==> config.mk <==
export PLATFORM = sky130hd
export DESIGN_NAME = mem_stage_hs_flat
export DESIGN_NICKNAME = d
export VERILOG_FILES = /design/src/rtl/mem_stage_pkg.sv /design/src/rtl/mem_stage_hs_if.sv /design/src/rtl/mem_lane_align.sv /design/src/rtl/mem_stage_hs.sv /design/src/flat_wrapper.sv
export SDC_FILE = /design/constraint.sdc
export NUM_CORES = 1
export LEC_CHECK = 0
export CORE_AREA = 2 2 119 121
export CTS_CLUSTER_DIAMETER = 150
export DETAILED_ROUTE_END_ITERATION = 10
export DIE_AREA = 0 0 121 123
export PLACE_DENSITY = 0.82
export SLEW_MARGIN = 20
export SYNTH_ARGS = -nofsm -noshare
export SYNTH_HDL_FRONTEND = slang
export SYNTH_SLANG_ARGS = --single-unit
==> constraint.sdc <==
create_clock -name clk -period 2.7 [get_ports clk]
set_clock_uncertainty 0.1 [all_clocks]
set_input_delay 0.405 -clock clk [delete_from_list [all_inputs] [get_ports clk]]
set_output_delay 0.405 -clock clk [all_outputs]
set_load 0.05 [all_outputs]
==> src/rtl/mem_stage_pkg.sv <==
// Shared constants and types for the handshaked memory stage:
// RV32I load/store funct3 encodings, FSM state, byte-lane patterns.
package mem_stage_pkg;

    localparam logic [2:0] F3_B  = 3'b000;
    localparam logic [2:0] F3_H  = 3'b001;
    localparam logic [2:0] F3_W  = 3'b010;
    localparam logic [2:0] F3_BU = 3'b100;
    localparam logic [2:0] F3_HU = 3'b101;

    typedef enum logic {
        IDLE = 1'b0,
        BUSY = 1'b1
    } state_e;

    // Lane patterns before shifting by the byte offset
    localparam logic [3:0] BE_B = 4'b0001;
    localparam logic [3:0] BE_H = 4'b0011;
    localparam logic [3:0] BE_W = 4'b1111;

endpackage

==> src/rtl/mem_stage_hs_if.sv <==
// Data-memory request/ack bus between the memory stage (master) and the
// memory (slave). The master also publishes its FSM state for observation.
interface mem_stage_hs_if #(
    parameter int ADDR_W = 32
) ();
    logic [ADDR_W-1:0]     addr;
    logic                  mreq;
    logic                  write;
    logic [3:0]            byte_en;
    logic [31:0]           wr_data;
    logic                  ack;
    logic [31:0]           rd_data;
    mem_stage_pkg::state_e state;

    modport master (
        output addr, mreq, write, byte_en, wr_data, state,
        input  ack, rd_data
    );

    modport slave (
        input  addr, mreq, write, byte_en, wr_data, state,
        output ack, rd_data
    );
endinterface

==> src/rtl/mem_lane_align.sv <==
// Combinational lane logic: legality/alignment of a new access, its byte
// enables and replicated store data, and extraction/extension of a load word.
module mem_lane_align
    import mem_stage_pkg::*;
(
    // request side (decoded from the incoming instruction)
    input  logic [2:0]  req_funct3,
    input  logic        req_is_write,
    input  logic [1:0]  req_off,
    input  logic [31:0] req_wdata,
    output logic        req_legal,
    output logic        req_aligned,
    output logic [3:0]  req_be,
    output logic [31:0] req_wr_data,
    // response side (uses the funct3/offset latched at acceptance)
    input  logic [2:0]  rsp_funct3,
    input  logic [1:0]  rsp_off,
    input  logic [31:0] rsp_rdata,
    output logic [31:0] rsp_load_data
);
    logic [31:0] shifted;

    // Legality, alignment, lane enables and store replication per size
    always_comb begin
        req_legal   = 1'b0;
        req_aligned = 1'b0;
        req_be      = 4'b0000;
        req_wr_data = 32'h0;
        case (req_funct3)
            F3_B: begin
                req_legal   = 1'b1;
                req_aligned = 1'b1;
                req_be      = BE_B << req_off;
                req_wr_data = {4{req_wdata[7:0]}};
            end
            F3_H: begin
                req_legal   = 1'b1;
                req_aligned = ~req_off[0];
                req_be      = BE_H << req_off;
                req_wr_data = {2{req_wdata[15:0]}};
            end
            F3_W: begin
                req_legal   = 1'b1;
                req_aligned = (req_off == 2'b00);
                req_be      = BE_W;
                req_wr_data = req_wdata;
            end
            // unsigned variants exist only for loads
            F3_BU: begin
                req_legal   = ~req_is_write;
                req_aligned = 1'b1;
                req_be      = BE_B << req_off;
            end
            F3_HU: begin
                req_legal   = ~req_is_write;
                req_aligned = ~req_off[0];
                req_be      = BE_H << req_off;
            end
            default: begin
                req_legal = 1'b0;
            end
        endcase
    end

    assign shifted = rsp_rdata >> {rsp_off, 3'b000};

    // Load extraction with sign or zero extension
    always_comb begin
        rsp_load_data = 32'h0;
        case (rsp_funct3)
            F3_B:    rsp_load_data = {{24{shifted[7]}}, shifted[7:0]};
            F3_H:    rsp_load_data = {{16{shifted[15]}}, shifted[15:0]};
            F3_W:    rsp_load_data = shifted;
            F3_BU:   rsp_load_data = {24'h0, shifted[7:0]};
            F3_HU:   rsp_load_data = {16'h0, shifted[15:0]};
            default: rsp_load_data = 32'h0;
        endcase
    end
endmodule

==> src/rtl/mem_stage_hs.sv <==
// Multi-cycle memory stage: accepts one load/store, issues a registered
// request on the memory bus and holds the pipeline until ack or timeout.
//
// Handshake: an access is offered while valid & (mem_read|mem_write); the
// upstream keeps it stable while stall=1 and treats stall=0 as "consumed".
// On the bus, mreq is high for every BUSY cycle; the memory answers with a
// one-cycle ack (rd_data valid with it). ack outside BUSY has no effect.
module mem_stage_hs
    import mem_stage_pkg::*;
#(
    parameter int ADDR_W  = 32,
    parameter int TIMEOUT = 16
) (
    input  logic              clk,
    input  logic              rst_n,
    input  logic              valid,
    input  logic [ADDR_W-1:0] address,
    input  logic [31:0]       write_data,
    input  logic              mem_read,
    input  logic              mem_write,
    input  logic [2:0]        funct3,
    output logic              stall,
    output logic [31:0]       read_data,
    output logic              resp_valid,
    output logic              misaligned,
    output logic              fault,
    mem_stage_hs_if.master    bus
);
    localparam int              TO_W     = $clog2(TIMEOUT + 1);
    localparam logic [TO_W-1:0] CNT_LAST = TO_W'(TIMEOUT - 1);

    state_e            state_q, state_d;
    logic [TO_W-1:0]   cnt_q, cnt_d;
    logic [ADDR_W-1:0] addr_q, addr_d;
    logic [3:0]        be_q, be_d;
    logic [31:0]       wdata_q, wdata_d;
    logic [2:0]        f3_q, f3_d;
    logic [1:0]        off_q, off_d;
    logic              is_write_q, is_write_d;
    logic [31:0]       read_data_q, read_data_d;
    logic              resp_valid_q, resp_valid_d;
    logic              misaligned_q, misaligned_d;
    logic              fault_q, fault_d;

    logic        busy;
    logic        start;
    logic        ok;
    logic        legal;
    logic        aligned;
    logic [3:0]  req_be;
    logic [31:0] req_wr_data;
    logic [31:0] load_data;

    mem_lane_align u_align (
        .req_funct3    (funct3),
        .req_is_write  (mem_write),
        .req_off       (address[1:0]),
        .req_wdata     (write_data),
        .req_legal     (legal),
        .req_aligned   (aligned),
        .req_be        (req_be),
        .req_wr_data   (req_wr_data),
        .rsp_funct3    (f3_q),
        .rsp_off       (off_q),
        .rsp_rdata     (bus.rd_data),
        .rsp_load_data (load_data)
    );

    assign busy  = (state_q == BUSY);
    assign start = (state_q == IDLE) & valid & (mem_read | mem_write);
    assign ok    = start & legal & aligned;

    // Next-state and next-output computation for the access FSM
    always_comb begin
        state_d      = state_q;
        cnt_d        = cnt_q;
        addr_d       = addr_q;
        be_d         = be_q;
        wdata_d      = wdata_q;
        f3_d         = f3_q;
        off_d        = off_q;
        is_write_d   = is_write_q;
        read_data_d  = read_data_q;
        resp_valid_d = 1'b0;
        misaligned_d = 1'b0;
        fault_d      = 1'b0;
        case (state_q)
            IDLE: begin
                if (ok) begin
                    state_d    = BUSY;
                    cnt_d      = '0;
                    addr_d     = {address[ADDR_W-1:2], 2'b00};
                    be_d       = req_be;
                    wdata_d    = mem_write ? req_wr_data : 32'h0;
                    f3_d       = funct3;
                    off_d      = address[1:0];
                    is_write_d = mem_write;
                end else if (start) begin
                    misaligned_d = 1'b1;
                end
            end
            BUSY: begin
                if (bus.ack) begin
                    // stores complete without touching the load result
                    if (!is_write_q) begin
                        read_data_d = load_data;
                    end
                    resp_valid_d = 1'b1;
                    state_d      = IDLE;
                end else if (cnt_q == CNT_LAST) begin
                    fault_d = 1'b1;
                    state_d = IDLE;
                end else begin
                    cnt_d = cnt_q + TO_W'(1);
                end
            end
            default: state_d = IDLE;
        endcase
    end

    // All stage state; reset drops any in-flight request without response
    always_ff @(posedge clk or negedge rst_n) begin
        if (!rst_n) begin
            state_q      <= IDLE;
            cnt_q        <= '0;
            addr_q       <= '0;
            be_q         <= 4'b0000;
            wdata_q      <= 32'h0;
            f3_q         <= 3'b000;
            off_q        <= 2'b00;
            is_write_q   <= 1'b0;
            read_data_q  <= 32'h0;
            resp_valid_q <= 1'b0;
            misaligned_q <= 1'b0;
            fault_q      <= 1'b0;
        end else begin
            state_q      <= state_d;
            cnt_q        <= cnt_d;
            addr_q       <= addr_d;
            be_q         <= be_d;
            wdata_q      <= wdata_d;
            f3_q         <= f3_d;
            off_q        <= off_d;
            is_write_q   <= is_write_d;
            read_data_q  <= read_data_d;
            resp_valid_q <= resp_valid_d;
            misaligned_q <= misaligned_d;
            fault_q      <= fault_d;
        end
    end

    // Hold upstream while accepting, and while waiting unless this is the
    // last permitted cycle (the stage then frees itself via fault).
    assign stall = ok | (busy & ~bus.ack & (cnt_q != CNT_LAST));

    assign read_data  = read_data_q;
    assign resp_valid = resp_valid_q;
    assign misaligned = misaligned_q;
    assign fault      = fault_q;

    assign bus.mreq    = busy;
    assign bus.write   = busy & is_write_q;
    assign bus.byte_en = busy ? be_q : 4'b0000;
    assign bus.wr_data = (busy & is_write_q) ? wdata_q : 32'h0;
    assign bus.addr    = busy ? addr_q : '0;
    assign bus.state   = state_q;
endmodule

==> src/flat_wrapper.sv <==
// flat-port wrapper written by rule: the top's interface ports become plain ports
module mem_stage_hs_flat import mem_stage_pkg::*;
#(
    parameter int ADDR_W  = 32,
    parameter int TIMEOUT = 16
)
  (clk, rst_n, valid, address, write_data, mem_read, mem_write, funct3, stall, read_data, resp_valid, misaligned, fault, bus_addr, bus_mreq, bus_write, bus_byte_en, bus_wr_data, bus_state, bus_ack, bus_rd_data);
  mem_stage_hs_if #(.ADDR_W(ADDR_W)) bus_i ();
  input  logic clk;
  input  logic rst_n;
  input  logic valid;
  input  logic [ADDR_W-1:0] address;
  input  logic [31:0] write_data;
  input  logic mem_read;
  input  logic mem_write;
  input  logic [2:0] funct3;
  output logic stall;
  output logic [31:0] read_data;
  output logic resp_valid;
  output logic misaligned;
  output logic fault;
  output wire logic [$bits(bus_i.addr)-1:0] bus_addr;
  output wire logic [$bits(bus_i.mreq)-1:0] bus_mreq;
  output wire logic [$bits(bus_i.write)-1:0] bus_write;
  output wire logic [$bits(bus_i.byte_en)-1:0] bus_byte_en;
  output wire logic [$bits(bus_i.wr_data)-1:0] bus_wr_data;
  output wire logic [$bits(bus_i.state)-1:0] bus_state;
  input wire logic [$bits(bus_i.ack)-1:0] bus_ack;
  input wire logic [$bits(bus_i.rd_data)-1:0] bus_rd_data;
  assign bus_addr = bus_i.addr;
  assign bus_mreq = bus_i.mreq;
  assign bus_write = bus_i.write;
  assign bus_byte_en = bus_i.byte_en;
  assign bus_wr_data = bus_i.wr_data;
  assign bus_state = bus_i.state;
  assign bus_i.ack = bus_ack;
  assign bus_i.rd_data = bus_rd_data;
  mem_stage_hs #(.ADDR_W(ADDR_W), .TIMEOUT(TIMEOUT)) u_core (.clk(clk), .rst_n(rst_n), .valid(valid), .address(address), .write_data(write_data), .mem_read(mem_read), .mem_write(mem_write), .funct3(funct3), .stall(stall), .read_data(read_data), .resp_valid(resp_valid), .misaligned(misaligned), .fault(fault), .bus(bus_i));
endmodule
## Word level (Yosys, flattened, before mapping)

Index checks and enable logic that the tools add are counted.

- Bits in latches: 0
- Memories kept: 0
- Register bits after elaboration: 113
- Memory bits (read-only): 0
- Memory bits (writable): 0

- Divide/modulo/power cells: 0
- Bitwise gates (word level): 14
- $mul: 0
- Shift operators: 3
- Add/sub/neg operators: 1
- Multiplexer cells: 25
- Reductions and logical operators: 10
- Equality and inequality tests: 13
- Order comparisons: 0

Operators by type and width:

| kind | number |
|---|---|
| $pmux W32 S5 | 1 |
| $mux W32 | 3 |
| $pmux W32 S3 | 1 |
| $shr A32 B5 Y32 | 1 |
| $mux W5 | 3 |
| $eq A3 B3 Y1 const B | 4 |
| $pmux W4 S3 | 1 |
| $mux W1 | 11 |
| $pmux W5 S2 | 1 |
| $and A1 B1 Y1 | 7 |
| $eq A3 B1 Y1 const B | 2 |
| $eq A3 B2 Y1 const B | 2 |
| $logic_not A3 Y1 | 2 |
| $reduce_and A3 Y1 | 2 |
| $reduce_or A2 Y1 | 3 |
| $add A5 B1 Y5 const B | 1 |
| $eq A5 B4 Y1 const B | 1 |
| $ne A5 B4 Y1 const B | 1 |
| $not A1 Y1 | 5 |
| $mux W4 | 1 |
| $ne A2 B2 Y1 const B | 2 |
| $pmux W1 S2 | 2 |
| $shl A1 B2 Y4 const A | 1 |
| $shl A2 B2 Y4 const A | 1 |
| other kinds (6) | 7 |

## Longest topological paths before layout

Gate-level depths: netlist of run 1.

- Depth after elaboration: 7
- Mapped depth: 7
- Depth with buffers taken out: 6

## Modules after synthesis

A second synthesis of run 1 with hierarchy kept.

- Cell total of the unflattened synthesis: 625
- Area, all modules: 6700.2 um2

Modules (own cells, without submodules):

| module | times used | sequential area each (um2) | area each (um2) | cells an instance |
|---|---|---|---|---|
| mem_stage_hs | 1 | 2827.7 | 5283.8 | 408 |
| mem_lane_align | 1 | 0.0 | 1416.4 | 217 |

## Least setup slack after synthesis of run 1

No wires, ideal clock.

- Path type: reg2out
- Start point: register u_core.cnt_q[0]
- End point: output stall
- Setup slack: 0.262 ns
- Cell stages (with the launch flop): 7
- Buffers on the path: 1
- Arrival: 1.933 ns
- Data required time: 2.195 ns
- Cells stage by stage: dfrtp_1 -> ha_1 -> and3_1 -> ha_1 -> or3b_2 -> buf_2 -> nand2_1

- Longest elaborated chain between the ends: 3

RTL lines:

| element | line | RTL |
|---|---|---|
| from (decl) | mem_stage_hs.sv:33 | `logic [TO_W-1:0] cnt_q, cnt_d;` |
| from (signal assigned) | mem_stage_hs.sv:138 | `cnt_q <= cnt_d;` |
| $ne A5 B4 Y1 | mem_stage_hs.sv:154 | `assign stall = ok \| (busy & ~bus.ack & (cnt_q != CNT_LAST));` |
| $and A1 B1 Y1 | mem_stage_hs.sv:154 |  |
| $or A1 B1 Y1 | mem_stage_hs.sv:154 |  |
| to (decl) | flat_wrapper.sv:17 | `output logic stall;` |

Every way passes these cells.

## Worst setup path in the final report of run 1

Same ends and word-level chain as after synthesis.

==> flow_summary.toml, run 1 <==
[outcome]
outcome = "complete, no violations"

[power]
switching_share = 0.3659
p_int_w = 0.005038
power_w = 0.007945
power_frac_seq = 0.319
p_leak_nw = 4.119
p_switching_w = 0.002907
power.share.combinational = 0.382
p_clk_frac = 0.299
ir_drop_mv = 0.5406
powerDensity_nw_per_um2 = 911.9

[clock_network]
clkSinkCount = 113
clock_latency_ns = 0.41
cts_tree = "done"
clockBufferDepth = 2
cts-htree-levels = 4
clock-root-buffer = "clkbuf_16"
clk_pin_slew_ns = 0.05
cts_buffers = 17

[sta]
max_freq_mhz = 381.3
tightest_slew_ns = 0.9158
finalMaxSlewViolations = 0
setup_violations = 0
slew-limit-headroom = 0.3830
setup-tns-final_ns = 0
period_share = 0.9714
period_needed_ns = 2.623
holdWs_ns = 0.3874
rsz0062_at_grt = "no"
finalHoldViolations = 0

[floorplanning]
die_h_um = 123
io_pins = 212
core-area_um2 = 13610
start_util = 0.4428
dieArea_um2 = 14880
fp.dieW_um = 121
num_rows = 43

[placement]
dp_hpwl_mm = 11.88
dp.cells = 883
place_congestion = 0.9137
portBuffers = 209

[finish]
final_cells = 919
syn_to_final_growth_pct = 44.57
n_antenna_cell = 0
fill_cells = 1015
final_nets = 833
layout-drive-gt1-share = 0.2409

[route]
postRouteAntennaNets = 0
dr.pass1.iters = 5
wl_per_cell_um = 18.47
drtIter0Drc = 343
num_vias = 5101
met3WireLength_mm = 1.276
vias_per_cell = 5.551
wl_met2_mm = 8.026
highest_layer = "met4"
wl_met1_mm = 7.289
drcViolationCount = 0
wirelength_mm = 16.97

[synthesis]
synth_mux_area_frac = 0.1424
ys_seq_area_frac = 0.4692
syn-instance-count = 524
synth_top_family_by_area = "compound AO/OA/AOI/OAI gates"
yosys.area_share.simple = 0.1507
syn-cell-area_um2 = 6027
yosys-top-cells-count = "113 x dfrtp_1, 36 x and2_1, 36 x nand2_1"
synth.top_cell.area_share = 0.4692
synthTopCellsByArea = "dfrtp_1 47%, mux2_4 8.2%, mux2i_1 4.2%"
synth_flop_cell = "dfrtp_1"
ys_warn_count = 0
yosys.area.top_type = "dfrtp_1"
synth_cell_types = 57
syn_area_per_cell_um2 = 11.50
synth_edf_count = 0
synthAdderAreaFrac = 0.004152
synth-compound-area-share = 0.1700
synth_async_sr_flop_share = 1.000
synth_xor_xnor_area_share = 0
ys_ff_latch = 113
synth_most_common_cell = "dfrtp_1"

[global_route]
grtUsageTotal = 0.2309
antenna_found_initial = 0
grt_pass1_wl_mm = 26.71
grt-ovfl-total = 0
grt_pass1_vias = 5200
grt_max_degree = 75

[worst_setup_path]
end_kind = "output port"
cp.arrival_ns = 2.12
cp_max_fo = 6
start_kind = "flip-flop"
critPathRequiredTime_ns = 2.19
reg2regPathDepth = 7
critPathKind = "reg2out"

[hold_path]
hold_depth = 2
hold_path.class = "reg2reg"

[flow_run]
maxCapViolations = 0
per-stage QoR:
step	setup slack [ns]	util	instance area (um2)
floorplan	0.2623	-	6031
global route	0.02109	0.6401	8713
finish	0.07735	0.6401	8713
detailed placement	0.04039	0.5909	8043
CTS	0.004726	0.6383	8688
global placement	0.1680	0.5909	8043
kinds of logic (layout without fill, tap and decap cells):
group                      count (synthesis)  in the layout
adders and majority gates                  2              2
and+or+nand+nor                          153            153
AOI/OAI and AO/OA                        118            118
muxes                                     66             66
other                                      1              2
buffers and inverters                     71            285
DFF                                      113            113
worst paths after layout:
| path | from | to | slack (ns) |
|---|---|---|---|
| setup / recovery | u_core.cnt_q[0] | stall | 0.08 |
| hold / removal | u_core.read_data[30] | u_core.read_data[30] | 0.39 |
| setup reg to reg | u_core.cnt_q[0] | u_core.cnt_q[3] | 0.43 |
| hold reg to reg | u_core.read_data[30] | u_core.read_data[30] | 0.39 |
| max in group asynchronous | rst_n | u_core.bus.mreq | 1.29 |
| min in group asynchronous | rst_n | u_core.wdata_q[4] | 0.41 |
worst max-delay path, cell delays in order, from the launching register on:
cell and delay [ns]:
dfrtp_1 0.40, ha_1 0.22, and3_1 0.18, ha_1 0.20, or3b_4 0.42, nand2_1 0.11
buf_6 0.17
flip-flops by register name (all words and copies together) (netlist names):
signal	cells
u_core.read_data	32
u_core.wdata_q	32
u_core.addr_q	30
u_core.cnt_q	5
u_core.be_q	4
u_core.f3_q	3
u_core.off_q	2
u_core.bus.mreq	1
u_core.fault	1
u_core.is_write_q	1
u_core.misaligned	1
u_core.resp_valid	1
area by class of cell:
type | instances | area, um2 | share of cell area
Inverter | 20 | 75.07 | 0.008616
Clock inverter | 11 | 158.9 | 0.01824
Tap cell | 180 | 225.2 | 0.02585
Multi-Input combinational cell | 341 | 2829 | 0.3247
Sequential cell | 113 | 2829 | 0.3247
Clock buffer | 21 | 470.5 | 0.05399
Timing Repair Buffer | 233 | 2126 | 0.2440
cell usage in the layout (no fill, tap or decap), types with 17 or more instances in the layout:
cell / count
inv_1: 20
a22o_1: 25
mux2i_1: 25
dfrtp_1: 112
clkbuf_16: 17
and2_1: 36
nand2_1: 36
clkdlybuf4s50_1: 138
mux2_4: 33
and3_1: 33
buf_4: 91
per-layer routing:
| layer | vias to the layer above | track usage |
|---|---|---|
| met2 | 261 | 0.3676 |
| met3 | 33 | 0.06273 |
| met1 | 2477 | 0.3011 |
| met5 | - | 0 |
| li1 | 2330 | - |
| met4 | 0 | 0.09084 |
power by group through the flow:
stage	combinational [W]	clock [W]	sequential (W)
CTS	0.00304	0.00242	0.00253
global route	0.00320	0.00251	0.00259
detailed placement	0.00303	0	0.00255
floorplan	0.00130	0	0.00323
global placement	0.00297	0	0.00253
finish	0.00304	0.00238	0.00253
what timing repair did:
action / CTS / global route
setup endpoints to repair: 1 / 1
pin swaps: 0 / 1
buffers inserted: 0 / 3
hold endpoints to repair: 39 / 0
hold buffers: 1 / 0
gates resized for setup: 2 / 0
Note: power is estimated with default switching activity, not from simulation.
==> run 2, diff against run 1 <==
Settings changed: DONT_BUFFER_PORTS from default to 1, PLACE_DENSITY 0.82 to 0.62.
==> flow_summary.toml, run 2 (same netlist as run 1, synthesis figures left out) <==
[outcome]
outcome = "finished with violations"
violations = "negative hold slack"

[route]
dr.pass1.iters = 4
drtIter0Drc = 271
num_vias = 4163
wl_per_cell_um = 22.33
drcViolationCount = 0
vias_per_cell = 5.990
postRouteAntennaNets = 0
wirelength_mm = 15.52

[sta]
max_freq_mhz = 384.0
finalHoldViolations = 113
period_share = 0.9646
tightest_slew_ns = 0.8967
finalMaxSlewViolations = 0
slew-limit-headroom = 0.4022
setup-tns-final_ns = 0
period_needed_ns = 2.604
rsz0062_at_grt = "no"
holdWs_ns = -0.4099
setup_violations = 0

[clock_network]
cts-htree-levels = 4
clock-root-buffer = "clkbuf_16"
clkSinkCount = 113
clk_pin_slew_ns = 0.05
cts_buffers = 17
clockBufferDepth = 2
cts_tree = "done"
clock_latency_ns = 0.41

[global_route]
grt-ovfl-total = 0
grt_pass1_wl_mm = 24.03
grt_max_degree = 114
grt_pass1_vias = 4245
grtUsageTotal = 0.2112
antenna_found_initial = 0

[power]
power_w = 0.007180
ir_drop_mv = 0.4675
powerDensity_nw_per_um2 = 1073
p_leak_nw = 3.133

[placement]
portBuffers = 0
place_congestion = 0.7721
dp_hpwl_mm = 10.58
dp.cells = 662

[worst_setup_path]
cp_max_fo = 6
cp.arrival_ns = 2.10
end_kind = "output port"
start_kind = "flip-flop"
reg2regPathDepth = 7
critPathKind = "reg2out"
critPathRequiredTime_ns = 2.19

[floorplanning]
start_util = 0.4428
core-area_um2 = 13610
dieArea_um2 = 14880
die_h_um = 123
fp.dieW_um = 121
num_rows = 43
io_pins = 212

[finish]
layout_common_cells = "112 x dfrtp_1, 36 x and2_1, 36 x nand2_1, 33 x and3_1, 33 x mux2_4"
final_cells = 695
utilization = 0.4914
n_antenna_cell = 0
syn_to_final_growth_pct = 10.98
final_common_cell = "dfrtp_1"
final_nets = 611
layout-drive-gt1-share = 0.1845

[hold_path]
hold_path.class = "in2async"

[flow_run]
maxCapViolations = 0
[run 2: final timing paths]
check | from | endpoint | slack (ns)
min in group clk | write_data[2] | u_core.wdata_q[2] | 0.02
setup / recovery | u_core.cnt_q[1] | stall | 0.1
setup reg to reg | u_core.cnt_q[1] | u_core.cnt_q[3] | 0.44
hold reg to reg | u_core.wdata_q[6] | u_core.wdata_q[6] | 0.40
max in group asynchronous | rst_n | u_core.read_data[15] | 2.67
hold / removal | rst_n | u_core.addr_q[21] | -0.41
[run 2: cell type report]
class	count	area [um2]
Clock buffer	18	439.2
Multi-Input combinational cell	341	2831
Timing Repair Buffer	11	98.84
Tap cell	180	225.2
Sequential cell	113	2829
Clock inverter	12	190.2
Inverter	20	75.07
Fill cell	1186	6923
[run 2: metrics by stage]
step,cell area (um2),worst slack (ns),hold WS [ns]
final,6689,0.09551,-0.4099
after global placement,6026,0.3539,0.01279
after floorplan,6031,0.2623,0.009409
after detailed placement,6026,0.2910,0.01360
after global routing,6689,0.009828,-0.4348
after CTS,6661,0.006892,-0.4322
[run 2: timing repair]
item                                   in CTS  in global routing
gates resized for setup                     2                  1
buffers inserted                            0                  3
setup endpoints to repair                   1                  1
pin swaps                                   1                  1
endpoints found under the hold margin     113                113
[run 2: routing by layer]
metal  vias up  GRT usage  wire, um
met5         -          0         0
met4         0    0.07413       191
met3        15    0.09410      1426
met2       166     0.3206      7375
met1      2095     0.2680      6525
li1       1887          -         -
[run 2: critical path: stages, from the launching register on]
cell and delay [ns]:
dfrtp_1 0.41, ha_2 0.19, and3_1 0.19, ha_1 0.21, or3b_4 0.43, nand2_1 0.10
buf_6 0.16
[run 2: power by group]
group / switching [W] / internal (W)
combinational: 0.000734 / 0.000666
sequential: 0.00122 / 0.00217
clock: 0.000761 / 0.00164
total: 0.00271 / 0.00447
